$ cat src/rtl/free_list.sv
// Circular FIFO of free physical-register tags feeding rename/dispatch.
// Hands out up to two tags per cycle and takes back up to two retired tags per cycle.
module free_list #(
    parameter int unsigned NUM_PR = 64,
    parameter int unsigned NUM_AR = 32,
    parameter int unsigned TAG_W  = 7,
    parameter int unsigned DEPTH  = NUM_PR - NUM_AR
) (
    input  logic             clock,
    input  logic             reset,
    input  logic [1:0]       rs_mt_fl_dispatch_num,
    input  logic [1:0]       fl_retire_num,
    input  logic [TAG_W-1:0] fl_retire_tag_a,
    input  logic [TAG_W-1:0] fl_retire_tag_b,
    output logic [TAG_W-1:0] fl_pr0,
    output logic [TAG_W-1:0] fl_pr1,
    output logic [1:0]       fl_avail,
    output logic [5:0]       fl_count,
    output logic             fl_error
);

    localparam int unsigned PtrW = $clog2(DEPTH);
    localparam int unsigned CntW = $clog2(DEPTH + 1);

    logic [TAG_W-1:0] list_q [DEPTH];
    logic [PtrW-1:0]  head_q, head_d;
    logic [PtrW-1:0]  tail_q, tail_d;
    logic [CntW-1:0]  count_q, count_d;
    logic             error_q, error_d;

    logic [PtrW-1:0]  head_p1, tail_p1;
    logic [CntW-1:0]  n_ext, m_ext;
    logic [CntW:0]    count_plus_m;
    logic             alloc_ok, free_ok;

    assign head_p1 = head_q + PtrW'(1);
    assign tail_p1 = tail_q + PtrW'(1);
    assign n_ext   = CntW'(rs_mt_fl_dispatch_num);
    assign m_ext   = CntW'(fl_retire_num);
    assign count_plus_m = {1'b0, count_q} + {1'b0, m_ext};

    // Both operations are judged against the pre-cycle count; no bypass between them.
    always_comb begin
        alloc_ok = (rs_mt_fl_dispatch_num != 2'd3) && (n_ext <= count_q);
        free_ok  = (fl_retire_num != 2'd3) && (count_plus_m <= (CntW + 1)'(DEPTH));
        head_d   = head_q;
        tail_d   = tail_q;
        count_d  = count_q;
        if (alloc_ok) begin
            head_d  = head_q + PtrW'(rs_mt_fl_dispatch_num);
            count_d = count_d - n_ext;
        end
        if (free_ok) begin
            tail_d  = tail_q + PtrW'(fl_retire_num);
            count_d = count_d + m_ext;
        end
        error_d = !alloc_ok || !free_ok;
    end

    always_ff @(posedge clock or posedge reset) begin
        if (reset) begin
            head_q  <= '0;
            tail_q  <= '0;
            count_q <= CntW'(DEPTH);
            error_q <= 1'b0;
        end else begin
            head_q  <= head_d;
            tail_q  <= tail_d;
            count_q <= count_d;
            error_q <= error_d;
        end
    end

    always_ff @(posedge clock or posedge reset) begin
        if (reset) begin
            for (int i = 0; i < int'(DEPTH); i++) begin
                list_q[i] <= TAG_W'(NUM_AR + i);
            end
        end else if (free_ok) begin
            if (fl_retire_num >= 2'd1) list_q[tail_q]  <= fl_retire_tag_a;
            if (fl_retire_num == 2'd2) list_q[tail_p1] <= fl_retire_tag_b;
        end
    end

    assign fl_pr0   = list_q[head_q];
    assign fl_pr1   = list_q[head_p1];
    assign fl_avail = (count_q >= CntW'(2)) ? 2'd2 : count_q[1:0];
    assign fl_count = 6'(count_q);
    assign fl_error = error_q;

endmodule
$ cat config.mk
export PLATFORM = sky130hd
export DESIGN_NAME = free_list
export DESIGN_NICKNAME = d
export VERILOG_FILES = /design/src/rtl/free_list.sv
export SDC_FILE = /design/constraint.sdc
export NUM_CORES = 1
export LEC_CHECK = 0
export ABC_CLOCK_PERIOD_IN_PS = 8400
export BUFFER_PORTS_ARGS = -buffer_cell sky130_fd_sc_hd__buf_2
export CELL_PAD_IN_SITES_DETAIL_PLACEMENT = 2
export CELL_PAD_IN_SITES_GLOBAL_PLACEMENT = 2
export CORE_UTILIZATION = 30
export CTS_BUF_LIST = sky130_fd_sc_hd__clkbuf_8
export CTS_CLUSTER_DIAMETER = 80
export DETAILED_ROUTE_END_ITERATION = 6
export PLACE_DENSITY = 0.57
export SLEW_MARGIN = 20
export SYNTH_ARGS = -nofsm -noshare
export SYNTH_HDL_FRONTEND = slang
export SYNTH_SLANG_ARGS = --single-unit
$ cat constraint.sdc
create_clock -name clock -period 8.4 [get_ports clock]
set_clock_uncertainty 0.2 [all_clocks]
set_input_delay 1.26 -clock clock [delete_from_list [all_inputs] [get_ports clock]]
set_output_delay 1.26 -clock clock [all_outputs]
set_load 0.02 [all_outputs]
==> qor.log, run 1 <==
[placement] GP Congestion 0.8577
[synth] Mapped Cells 1188
[power] cell leakage power 6.227 nW
[clocking] Hold-fix buffers, CTS 0
[power] internal power summed over all cells 0.005029 W
[sta] setup_tns 0 ns
[clocking] clock-pin transition on the worst setup and hold timing paths 0.06 ns
[critical_path] Worst Setup SP head_q[1]$_DFFE_PP0N_
[grt] residual overflow from global routing 0
[sta] setup repair after global routing missed its margin false
[critical_path] Crit path buffers/inverters 3
[routing] remaining antenna violation count 0
[synth] net count after synthesis 1224
[clocking] CTS Root Buffer Type clkbuf_8
[critical_path] worst path required time 6.94 ns
[clocking] post_cts resized 0
[critical_path] class of the most critical setup path reg -> out
[floorplanning] DIE HEIGHT 222.4 µm
[critical_path] delay of the slowest cell on the worst path 0.62 ns
[worst_hold_path] worst hold-check path type reg -> reg
[routing] detailed-route wire length per cell 35.90 µm
[grt] antenna violations before repair 4
[final_layout] number of filler instances in the final layout 4973
[sta] hold violation total from the final report 0
[floorplanning] I/O pin count 43
[synth] most used flip-flop cell after synthesis dfrtp_1
[grt] all-layer global routing usage 0.2696
[synth] average cell area after synthesis 12.27 µm²
[synth] Synth warnings 0
[floorplanning] Core Box Area 47850 µm²
[synth] number of synthesized register bits 241
[power] clock network power share 0.160
[power] Seq pwr share 0.300
[sta] final count of negative-setup-slack endpoints 0
[floorplanning] Die Area 49460 µm²
[final_layout] final layout net count 1228
[sta] share of the cycle needed by the critical path after routing 0.6928
[clocking] number of buffers created by CTS 49
[synth] share of flip-flops with an asynchronous set or reset 1.000
[synth] part of the Yosys area used for sequential elements 0.4236
[final_layout] post-layout instance area 16490 µm²
[floorplanning] starting density of the core 0.3046
[clocking] maximum clock path buffer count 3
[placement] detailed placement HPWL 44580 µm
[power] Psw 0.003860 W
[critical_path] Crit path max-delay family multiplexers
[critical_path] CP max FO 40
[clocking] number of H-tree levels 2
[power] switching power as a share of total power 0.4343
[clocking] insertion delay to the later sink of the worst-skew pair 0.64 ns
[routing] DRC violations left 0
[synth] Post-synth EDFFs 0
[sta] Min Clock Period, post-route 5.819 ns
[final_layout] Reg area 6180 µm²
[power] combinational fraction of design power 0.540
[clocking] sinks on the clock net 241
[critical_path] startpoint type of the worst setup path flop
[run_status] result of the run finished clean
[sta] achievable frequency 171.8 MHz
[power] maximum vdd ir drop 229.3 µV
[routing] number of optimization iterations in the first detailed-route pass 5
[power] power density normalized to cell area 539.0 nW/µm²
[critical_path] launching point of the worst reg2reg path fl_count[1]$_DFF_PP0_
[routing] total via count after detailed routing 11990
[critical_path] arrival time at the worst endpoint 4.36 ns
[sta] final max-slew violation count 0
[critical_path] nature of the critical path endpoint output pin
[grt] wire length of the first global-routing pass 95100 µm
[critical_path] master of the slowest instance on the critical path ha_4
[critical_path] CP cell instances buf_4 -> ha_4 -> buf_4 -> mux4_2 -> mux4_2 -> mux2_2 -> buf_2
[run] number of max-capacitance violations reported 0
[worst_hold_path] HP Start list_q[4]$_DFFE_PP1P_
[power] overall power consumption 0.008889 W
[sta] relative slew slack 0.2129
[synth] Synth cell types 47
[final_layout] layout cells sized above 1 0.3650
[final_layout] multi-input logic area 7870 µm²
[clocking] Post CTS Setup Buffer Count 0
[grt] vias in the first global route 12490
[routing] Vias per Instance 6.481
[clocking] clock tree from TritonCTS yes
[floorplanning] horizontal die dimension 222.4 µm
[placement] Placed Area 15350 µm²
[sta] worst slew pin tran 1.176 ns
[floorplanning] total number of placement rows 80
[placement] Buffers on Ports 42
[final_layout] Area growth syn-to-layout 13.19%
[grt] maximum number of pins on one net before global-route repair 124
[routing] violation count after the first detailed-routing iteration 1056
[routing] total wire length 66410 µm
[synth] cell area after synthesis 14570 µm²
==> cell type report <==
class,instances,share of cell area
antenna,2,0.0003034
clock buffer,65,0.05424
clock inverter,27,0.01388
inverter,15,0.003869
multi-input combinational,809,0.4772
sequential,241,0.3747
tap,615,0.04665
timing repair buffer,76,0.02921
==> cells by family after synthesis <==
| group | Yosys count | share of synthesized area |
|---|---|---|
| muxes | 160 | 0.2316 |
| and+or+nand+nor | 218 | 0.06526 |
| DFF | 241 | 0.4236 |
| xor gates and xnor gates | 15 | 0.009016 |
| adders and majority gates | 16 | 0.01631 |
| AOI/OAI and AO/OA | 400 | 0.2112 |
| buffers and inverters | 138 | 0.04302 |
==> synthesized netlist by cell type, types with 2 or more instances <==
library cell	n	area [µm²]
nor2_1	59	221.5
nand2_2	3	18.77
o21ai_0	8	40.04
inv_1	15	56.30
nand3_1	13	65.06
dfstp_2	113	2969
a31oi_1	2	12.51
xnor2_1	8	70.07
a22o_1	84	735.7
a21o_1	3	22.52
nand4b_1	2	17.52
buf_4	4	30.03
mux2i_1	3	30.03
or3_1	2	12.51
clkbuf_1	53	198.9
nand2_1	98	367.9
mux2_2	17	191.4
o22ai_1	115	719.4
buf_6	4	45.04
fa_1	5	100.1
a21oi_1	17	85.08
o22a_1	28	245.2
nor3_1	10	50.05
mux4_2	140	3153
dfrtp_1	128	3203
buf_2	51	255.2
nand2b_1	6	37.54
xor2_1	7	61.31
a22oi_1	24	180.2
nor2b_1	3	18.77
ha_1	11	137.6
nand4_1	2	12.51
buf_1	11	41.29
o21ai_1	2	10.01
and3_1	15	93.84
a2bb2oi_1	111	972.2
==> power groups by stage <==
stage                     sequential [W]  combinational, W  clock, W
after floorplan                  0.00225           0.00348         0
after global placement           0.00265           0.00473         0
after detailed placement         0.00266           0.00481         0
after CTS                        0.00266           0.00483   0.00146
after global routing             0.00272           0.00507   0.00150
final                            0.00267           0.00480   0.00142
==> worst reg2reg max path: stages, from the launching register on <==
cell	delay (ns)
dfrtp_1	0.54
inv_1	0.12
fa_1	0.49
or3_1	0.40
nand3_1	0.14
a22o_4	0.61
buf_4	0.51
nand2_1	0.36
a22o_1	0.34
==> flip-flops by register name (all words and copies together) (netlist names) <==
register and cells:
fl_count 6, fl_error 1, head_q 5, list_q 224, tail_q 5
==> final timing paths <==
kind                                           end  slack, ns  cells after the start
hold reg to reg              list_q[4]$_DFFE_PP1P_       0.31                      1
hold / removal               list_q[4]$_DFFE_PP1P_       0.31                      1
setup / recovery                         fl_pr1[2]       2.58                      7
setup reg to reg           list_q[158]$_DFFE_PP0P_       4.60                      8
min in group asynchronous  list_q[200]$_DFFE_PP0P_       0.57                      2
max in group asynchronous    head_q[0]$_DFFE_PP0N_       6.18                      3
==> metal layers <==
metal | vias up | share of wire | global-route usage
met1 | 6519 | 0.43 | 0.3663
met3 | 165 | 0.060 | 0.04007
li1 | 4809 | - | -
met4 | 2 | 0.061 | 0.1613
met2 | 494 | 0.45 | 0.4079
met5 | - | 0.00015 | 0
==> placed cells by master (no fill, tap or decap), types with 4 or more instances in the layout <==
cell / n
mux4_2: 140
dfrtp_1: 124
o22ai_1: 115
dfstp_2: 113
a2bb2oi_1: 111
nand2_1: 98
a22o_1: 84
clkbuf_8: 65
nor2_1: 59
buf_2: 42
buf_4: 32
o22a_1: 28
a22oi_1: 24
inv_1: 23
a21oi_1: 17
mux2_2: 17
and3_1: 15
nand3_1: 13
clkinv_2: 12
ha_1: 10
o21ai_0: 8
xnor2_1: 7
nand2b_1: 6
xor2_1: 6
nor3_1: 5
fa_1: 5
bufinv_16: 4
==> metrics by stage <==
stage / hold slack, ns / util / worst slack [ns] / instances
2_1_floorplan: 0.2715 / - / 0.5106 / 1188
3_3_place_gp: 0.2979 / 0.3205 / 3.258 / 1755
3_5_place_dp: 0.3009 / 0.3208 / 3.192 / 1755
4_1_cts: 0.3108 / 0.3442 / 2.499 / 1847
5_1_grt: 0.3173 / 0.3447 / 2.404 / 1850
6_report: 0.3094 / 0.3447 / 2.581 / 1850
No activity file was read; power rests on OpenSTA's default activity.
==> run 2: changes to the inputs <==
ABC_CLOCK_PERIOD_IN_PS = 5100   (was 8400)
PLACE_DENSITY = 0.59   (was 0.57)
clock period = 5.1 ns   (was 8.4 ns; I/O delays follow)
==> run 2 against run 1 <==
Core utilization down 0.18 points. Critical path depth decreased by 1. Sequential share of layout area rose by 0.19 points. Flip-flop and latch count did not move. Largest cell class unchanged. Highest routed layer is now met4. Cell area shrank 0.52%. Cell count increased by 0.11%. Critical endpoint is now fl_pr1[1].
==> qor.log, run 2 (synthesis gave the netlist of run 1 again) <==
[run_status] result of the run finished clean [unchanged]
[sta] final max-slew violation count 0 [unchanged]
[power] switching power as a share of total power 0.4333 [was 0.4343]
[sta] final count of negative-setup-slack endpoints 0 [unchanged]
[sta] worst slew pin tran 1.084 ns [was 1.176 ns]
[worst_hold_path] worst hold-check path type in -> async [was reg -> reg]
[placement] Buffers on Ports 42 [unchanged]
[critical_path] launching point of the worst reg2reg path fl_count[0]$_DFF_PP0_ [was fl_count[1]$_DFF_PP0_]
[final_layout] utilization after layout 0.3429 [was 0.3447]
[floorplanning] Core Box Area 47850 µm² [unchanged]
[routing] uppermost signal routing layer after detailed routing met4 [was met5]
[critical_path] Worst Setup SP head_q[1]$_DFFE_PP0N_ [unchanged]
[sta] share of the cycle needed by the critical path after routing 0.8897
[grt] maximum number of pins on one net before global-route repair 116 [was 124]
[grt] wire length of the first global-routing pass 89390 µm [was 95100 µm]
[power] Seq pwr share 0.299 [was 0.300]
[clocking] post_cts resized 0 [unchanged]
[floorplanning] total number of placement rows 80 [unchanged]
[final_layout] Area growth syn-to-layout 12.60% [was 13.19%]
[clocking] maximum clock path buffer count 3 [unchanged]
[sta] final setup slack of the worst path 0.5623 ns [was 2.581 ns]
[sta] hold violation total from the final report 0 [unchanged]
[power] Psw 0.006230 W [was 0.003860 W]
[clocking] clock tree from TritonCTS yes [unchanged]
[critical_path] startpoint type of the worst setup path flop [unchanged]
[critical_path] nature of the critical path endpoint output pin [unchanged]
[clocking] insertion delay to the later sink of the worst-skew pair 0.65 ns [was 0.64 ns]
[critical_path] worst path required time 4.14 ns [was 6.94 ns]
[sta] achievable frequency 220.4 MHz
[sta] minimum hold slack 0.1244 ns [was 0.3094 ns]
[final_layout] multi-input logic area 7826 µm² [was 7870 µm²]
[grt] antenna violations before repair 2 [was 4]
[grt] all-layer global routing usage 0.2484 [was 0.2696]
[final_layout] number of filler instances in the final layout 4989 [was 4973]
[final_layout] final layout net count 1231 [was 1228]
[routing] number of optimization iterations in the first detailed-route pass 5 [unchanged]
[routing] detailed-route wire length per cell 32.67 µm [was 35.90 µm]
[placement] worst setup timing slack at the placement stage 1.125 ns [was 3.192 ns]
[grt] vias in the first global route 12550 [was 12490]
[power] internal power summed over all cells 0.008150 W [was 0.005029 W]
[placement] detailed placement HPWL 44020 µm [was 44580 µm]
[clocking] clock-pin transition on the worst setup and hold timing paths 0.06 ns [about the same]
[floorplanning] Die Area 49460 µm² [unchanged]
[power] clock network power share 0.147 [was 0.160]
[critical_path] CP max FO 52 [was 40]
[sta] setup repair after global routing missed its margin false [unchanged]
[sta] Min Clock Period, post-route 4.538 ns
[final_layout] most common cell after layout, fill and taps aside mux4_2 [unchanged]
[clocking] number of buffers created by CTS 48 [was 49]
[run] number of max-capacitance violations reported 0 [unchanged]
[routing] Vias per Instance 6.344 [was 6.481]
[routing] remaining antenna violation count 0 [unchanged]
[routing] routed wl met3 2991 µm [was 3992 µm]
[sta] setup_tns 0 ns [unchanged]
[power] maximum vdd ir drop 339.5 µV [was 229.3 µV]
[floorplanning] starting density of the core 0.3046 [unchanged]
[critical_path] arrival time at the worst endpoint 3.57 ns [was 4.36 ns]
[placement] GP Congestion 0.8421 [was 0.8577]
[critical_path] class of the most critical setup path reg -> out [unchanged]
[floorplanning] DIE HEIGHT 222.4 µm [unchanged]
[clocking] Hold-fix buffers, CTS 0 [unchanged]
[floorplanning] horizontal die dimension 222.4 µm [unchanged]
[routing] violation count after the first detailed-routing iteration 957 [was 1056]
[clocking] number of H-tree levels 2 [unchanged]
[clocking] Post CTS Setup Buffer Count 0 [unchanged]
[routing] DRC violations left 0 [unchanged]
[clocking] sinks on the clock net 241 [unchanged]
[routing] Metal-1 WL 25850 µm [was 28310 µm]
[grt] residual overflow from global routing 0 [unchanged]
[routing] routed wire length on met2 29800 µm [was 30030 µm]
[final_layout] Reg area 6178 µm² [was 6180 µm²]
[routing] total via count after detailed routing 11750 [was 11990]
[final_layout] layout cells sized above 1 0.3579 [was 0.3650]
[final_layout] register with the most flip-flops list_q [unchanged]
[final_layout] flip-flop count of the largest register, all copies and words added 224 [unchanged]
[final_layout] most frequent cells in the layout 140 x mux4_2, 125 x dfrtp_1, 115 x o22ai_1 [was 140 x mux4_2, 124 x dfrtp_1, 115 x o22ai_1]
[power] cell leakage power 6.204 nW [was 6.227 nW]
[floorplanning] I/O pin count 43 [unchanged]
[routing] total wire length 60500 µm [was 66410 µm]
[clocking] CTS Root Buffer Type clkbuf_8 [unchanged]
[power] power density normalized to cell area 876.5 nW/µm² [was 539.0 nW/µm²]
[power] combinational fraction of design power 0.553 [was 0.540]
[sta] relative slew slack 0.2745 [was 0.2129]
[run 2: critical path, cell delays in order, from the launching register on]
cell and delay (ns):
dfrtp_2 0.52, ha_4 0.38, buf_12 0.34, mux4_2 0.61, mux4_2 0.49, mux2_2 0.33, buf_2 0.18
[run 2: layer usage]
layer	GRT usage	vias to the layer above
met5	0	-
met3	0.03570	86
met1	0.3240	6470
met4	0.08810	0
met2	0.4205	379
li1	-	4815
[run 2: power groups by stage]
stage | clock network, W | logic, W | registers, W
floorplan | 0 | 0.00573 | 0.00370
global placement | 0 | 0.00787 | 0.00425
detailed placement | 0 | 0.00799 | 0.00429
CTS | 0.00218 | 0.00802 | 0.00429
global route | 0.00225 | 0.00838 | 0.00442
finish | 0.00212 | 0.00796 | 0.00431
[run 2: final timing paths]
| check | endpoint | cells after the start | slack [ns] |
|---|---|---|---|
| max in group asynchronous | list_q[128]$_DFFE_PP1P_ | 3 | 3.57 |
| min in group clock | list_q[12]$_DFFE_PP1P_ | 1 | 0.31 |
| worst max-delay path | fl_pr1[1] | 6 | 0.56 |
| worst min-delay path | list_q[69]$_DFFE_PP0P_ | 2 | 0.12 |
| worst min register to register | list_q[12]$_DFFE_PP1P_ | 1 | 0.31 |
| worst max register to register | list_q[50]$_DFFE_PP0P_ | 9 | 1.66 |
[run 2: cell type report]
type	count	share of cell area
Tap cell	615	0.04690
Antenna cell	2	0.0003050
Timing Repair Buffer	80	0.03325
Clock inverter	26	0.008617
Inverter	15	0.003660
Clock buffer	64	0.05369
Sequential cell	241	0.3766
Multi-Input combinational cell	809	0.4770
[run 2: through the flow]
stage          std cells  total power (W)  area (µm²)
3_5_place_dp        1760          0.01229       15380
3_3_place_gp        1760          0.01212       15380
5_1_grt             1851          0.01504       16400
6_report            1852          0.01438       16410
4_1_cts             1850          0.01449       16400
2_1_floorplan       1188         0.009432       14580
==> run 3: changes to the inputs <==
--- a/constraint.sdc
+++ b/constraint.sdc
@@ -4,2 +4,2 @@
 set_output_delay 0.765 -clock clock [all_outputs]
-set_load 0.02 [all_outputs]
+set_load 0.05 [all_outputs]
==> run 3 against run 2 <==
Fmax is 2.1% lower. Worst hold slack got worse by 0.0042 ns. Critical path depth unchanged. Power grew 3.6%. Non-clock buffer count is 2 lower. Cell area shrank 0.42%. Die area unchanged. Via count rose by 0.61%. Sequential share of layout area is 0.16 points higher. Worst setup slack lost 0.095 ns. Core utilization shrank 0.14 points. Cell count down 0.49%. Largest power group unchanged.
==> qor.log, run 3 (synthesis gave the netlist of run 1 again) <==
[final_layout] post-layout instance area 16340 µm² [was 16410 µm²]
[clocking] sinks on the clock net 241 [unchanged]
[placement] detailed placement HPWL 44170 µm [was 44020 µm]
[final_layout] Area growth syn-to-layout 12.12% [was 12.60%]
[grt] most used routing layer met2 [unchanged]
[grt] wire length of the first global-routing pass 90930 µm [was 89390 µm]
[critical_path] reg2reg setup slack 1.64 ns [was 1.66 ns]
[grt] met1 usage 0.3539 [was 0.3240]
[clocking] Hold-fix buffers, CTS 0 [unchanged]
[critical_path] nature of the critical path endpoint output pin [unchanged]
[sta] final count of negative-setup-slack endpoints 0 [unchanged]
[final_layout] most frequent cells in the layout 140 x mux4_2, 125 x dfrtp_1, 115 x o22ai_1 [unchanged]
[clocking] number of H-tree levels 2 [unchanged]
[floorplanning] I/O pin count 43 [unchanged]
[worst_hold_path] worst hold-check path type in -> async [unchanged]
[clocking] post_cts resized 0 [unchanged]
[grt] maximum number of pins on one net before global-route repair 129 [was 116]
[routing] Vias per Instance 6.415 [was 6.344]
[power] cell leakage power 6.169 nW [was 6.204 nW]
[run_status] result of the run finished clean [unchanged]
[sta] achievable frequency 215.9 MHz [was 220.4 MHz]
[clocking] number of buffers created by CTS 46 [was 48]
[clocking] insertion delay to the later sink of the worst-skew pair 0.62 ns [was 0.65 ns]
[critical_path] arrival time at the worst endpoint 3.67 ns [was 3.57 ns]
[sta] Min Clock Period, post-route 4.633 ns [was 4.538 ns]
[routing] DRC violations left 0 [unchanged]
[routing] remaining antenna violation count 0 [unchanged]
[critical_path] CP max FO 28 [was 52]
[power] overall power consumption 0.01490 W [was 0.01438 W]
[final_layout] final layout net count 1227 [was 1231]
[critical_path] Crit Reg-Reg Endpoint list_q[217]$_DFFE_PP0P_ [was list_q[50]$_DFFE_PP0P_]
[clocking] maximum clock path buffer count 3 [unchanged]
[sta] final max-slew violation count 0 [unchanged]
[clocking] clock tree from TritonCTS yes [unchanged]
[sta] setup repair after global routing missed its margin false [unchanged]
[routing] violation count after the first detailed-routing iteration 1213 [was 957]
[floorplanning] starting density of the core 0.3046 [unchanged]
[sta] hold violation total from the final report 0 [unchanged]
[grt] antenna violations before repair 4 [was 2]
[floorplanning] total number of placement rows 80 [unchanged]
[grt] met2 Track Usage GR 0.4016 [was 0.4205]
[floorplanning] Core Box Area 47850 µm² [unchanged]
[placement] Placed Area 15380 µm² [about the same]
[grt] residual overflow from global routing 0 [unchanged]
[final_layout] flip-flop count of the largest register, all copies and words added 224 [unchanged]
[power] power density normalized to cell area 911.8 nW/µm² [was 876.5 nW/µm²]
[grt] all-layer global routing usage 0.2528 [was 0.2484]
[placement] Buffers on Ports 42 [unchanged]
[routing] total via count after detailed routing 11820 [was 11750]
[floorplanning] horizontal die dimension 222.4 µm [unchanged]
[placement] GP Congestion 0.8525 [was 0.8421]
[clocking] clock-pin transition on the worst setup and hold timing paths 0.06 ns [about the same]
[final_layout] number of filler instances in the final layout 4981 [was 4989]
[final_layout] layout cells sized above 1 0.3545 [was 0.3579]
[routing] total wire length 61520 µm [was 60500 µm]
[routing] number of optimization iterations in the first detailed-route pass 5 [unchanged]
[sta] setup_tns 0 ns [unchanged]
[clocking] CTS Root Buffer Type clkbuf_8 [unchanged]
[sta] worst slew pin tran 1.183 ns [was 1.084 ns]
[critical_path] worst path required time 4.14 ns [about the same]
[critical_path] launching point of the worst reg2reg path tail_q[2]$_DFFE_PP0P_ [was fl_count[0]$_DFF_PP0_]
[grt] vias in the first global route 12540 [was 12550]
[sta] relative slew slack 0.2086 [was 0.2745]
[sta] share of the cycle needed by the critical path after routing 0.9084 [was 0.8897]
[critical_path] worst reg2reg path depth 4 [was 9]
[run] number of max-capacitance violations reported 0 [unchanged]
[floorplanning] DIE HEIGHT 222.4 µm [unchanged]
[final_layout] most common cell after layout, fill and taps aside mux4_2 [unchanged]
[clocking] Post CTS Setup Buffer Count 0 [unchanged]
[critical_path] startpoint type of the worst setup path flop [unchanged]
[power] maximum vdd ir drop 638.5 µV [was 339.5 µV]
[floorplanning] Die Area 49460 µm² [unchanged]
[grt] met3 Resource Use GR 0.03504 [was 0.03570]
[critical_path] class of the most critical setup path reg -> out [unchanged]
[final_layout] register with the most flip-flops list_q [unchanged]
[routing] detailed-route wire length per cell 33.38 µm [was 32.67 µm]
[sta] minimum hold slack 0.1201 ns [was 0.1244 ns]
## run 3: final cells by class
cell class              instances  area [µm²]  area share
flip-flops and latches        241        6178      0.3782
clock inverters                22       100.1    0.006127
diodes                          1       2.502   0.0001532
clock buffers                  62       853.3     0.05223
well taps                     615       769.5     0.04710
multi-input cells             809        7831      0.4793
inverters                      15       60.06    0.003676
repair buffers                 78       543.0     0.03324
## run 3: critical path, cell delays in order, from the launching register on
cell and delay (ns):
dfrtp_2 0.58, ha_4 0.52, buf_12 0.27, mux4_2 0.57
mux4_2 0.46, mux2_2 0.36, buf_2 0.24
## run 3: report_power, final
| part | internal (W) | switching [W] |
|---|---|---|
| sequential | 0.00320 | 0.00112 |
| combinational | 0.00379 | 0.00476 |
| clock | 0.00108 | 0.000942 |
## run 3: worst max-delay path by stage
stage / endpoint / from
after global placement: fl_pr1[2] / head_q[1]$_DFFE_PP0N_
after CTS: fl_pr1[3] / head_q[1]$_DFFE_PP0N_
after global routing: fl_pr1[4] / head_q[1]$_DFFE_PP0N_
after detailed placement: fl_pr1[3] / head_q[1]$_DFFE_PP0N_
final: fl_pr1[3] / head_q[1]$_DFFE_PP0N_
after floorplan: fl_count[0]$_DFF_PP0_ / reset
## run 3: layer usage
layer	vias up	routed length, µm
met5	-	22
met4	4	1963
met3	111	3157
met2	409	28900
met1	6500	27480
li1	4798	-
## run 3: stage by stage
stage	setup slack, ns	util	instances
5_1_grt	0.3372	0.3415	1843
4_1_cts	0.3945	0.3413	1842
3_5_place_dp	1.081	0.3214	1758
3_3_place_gp	1.131	0.3214	1758
6_report	0.4673	0.3415	1843
2_1_floorplan	1.065	-	1188
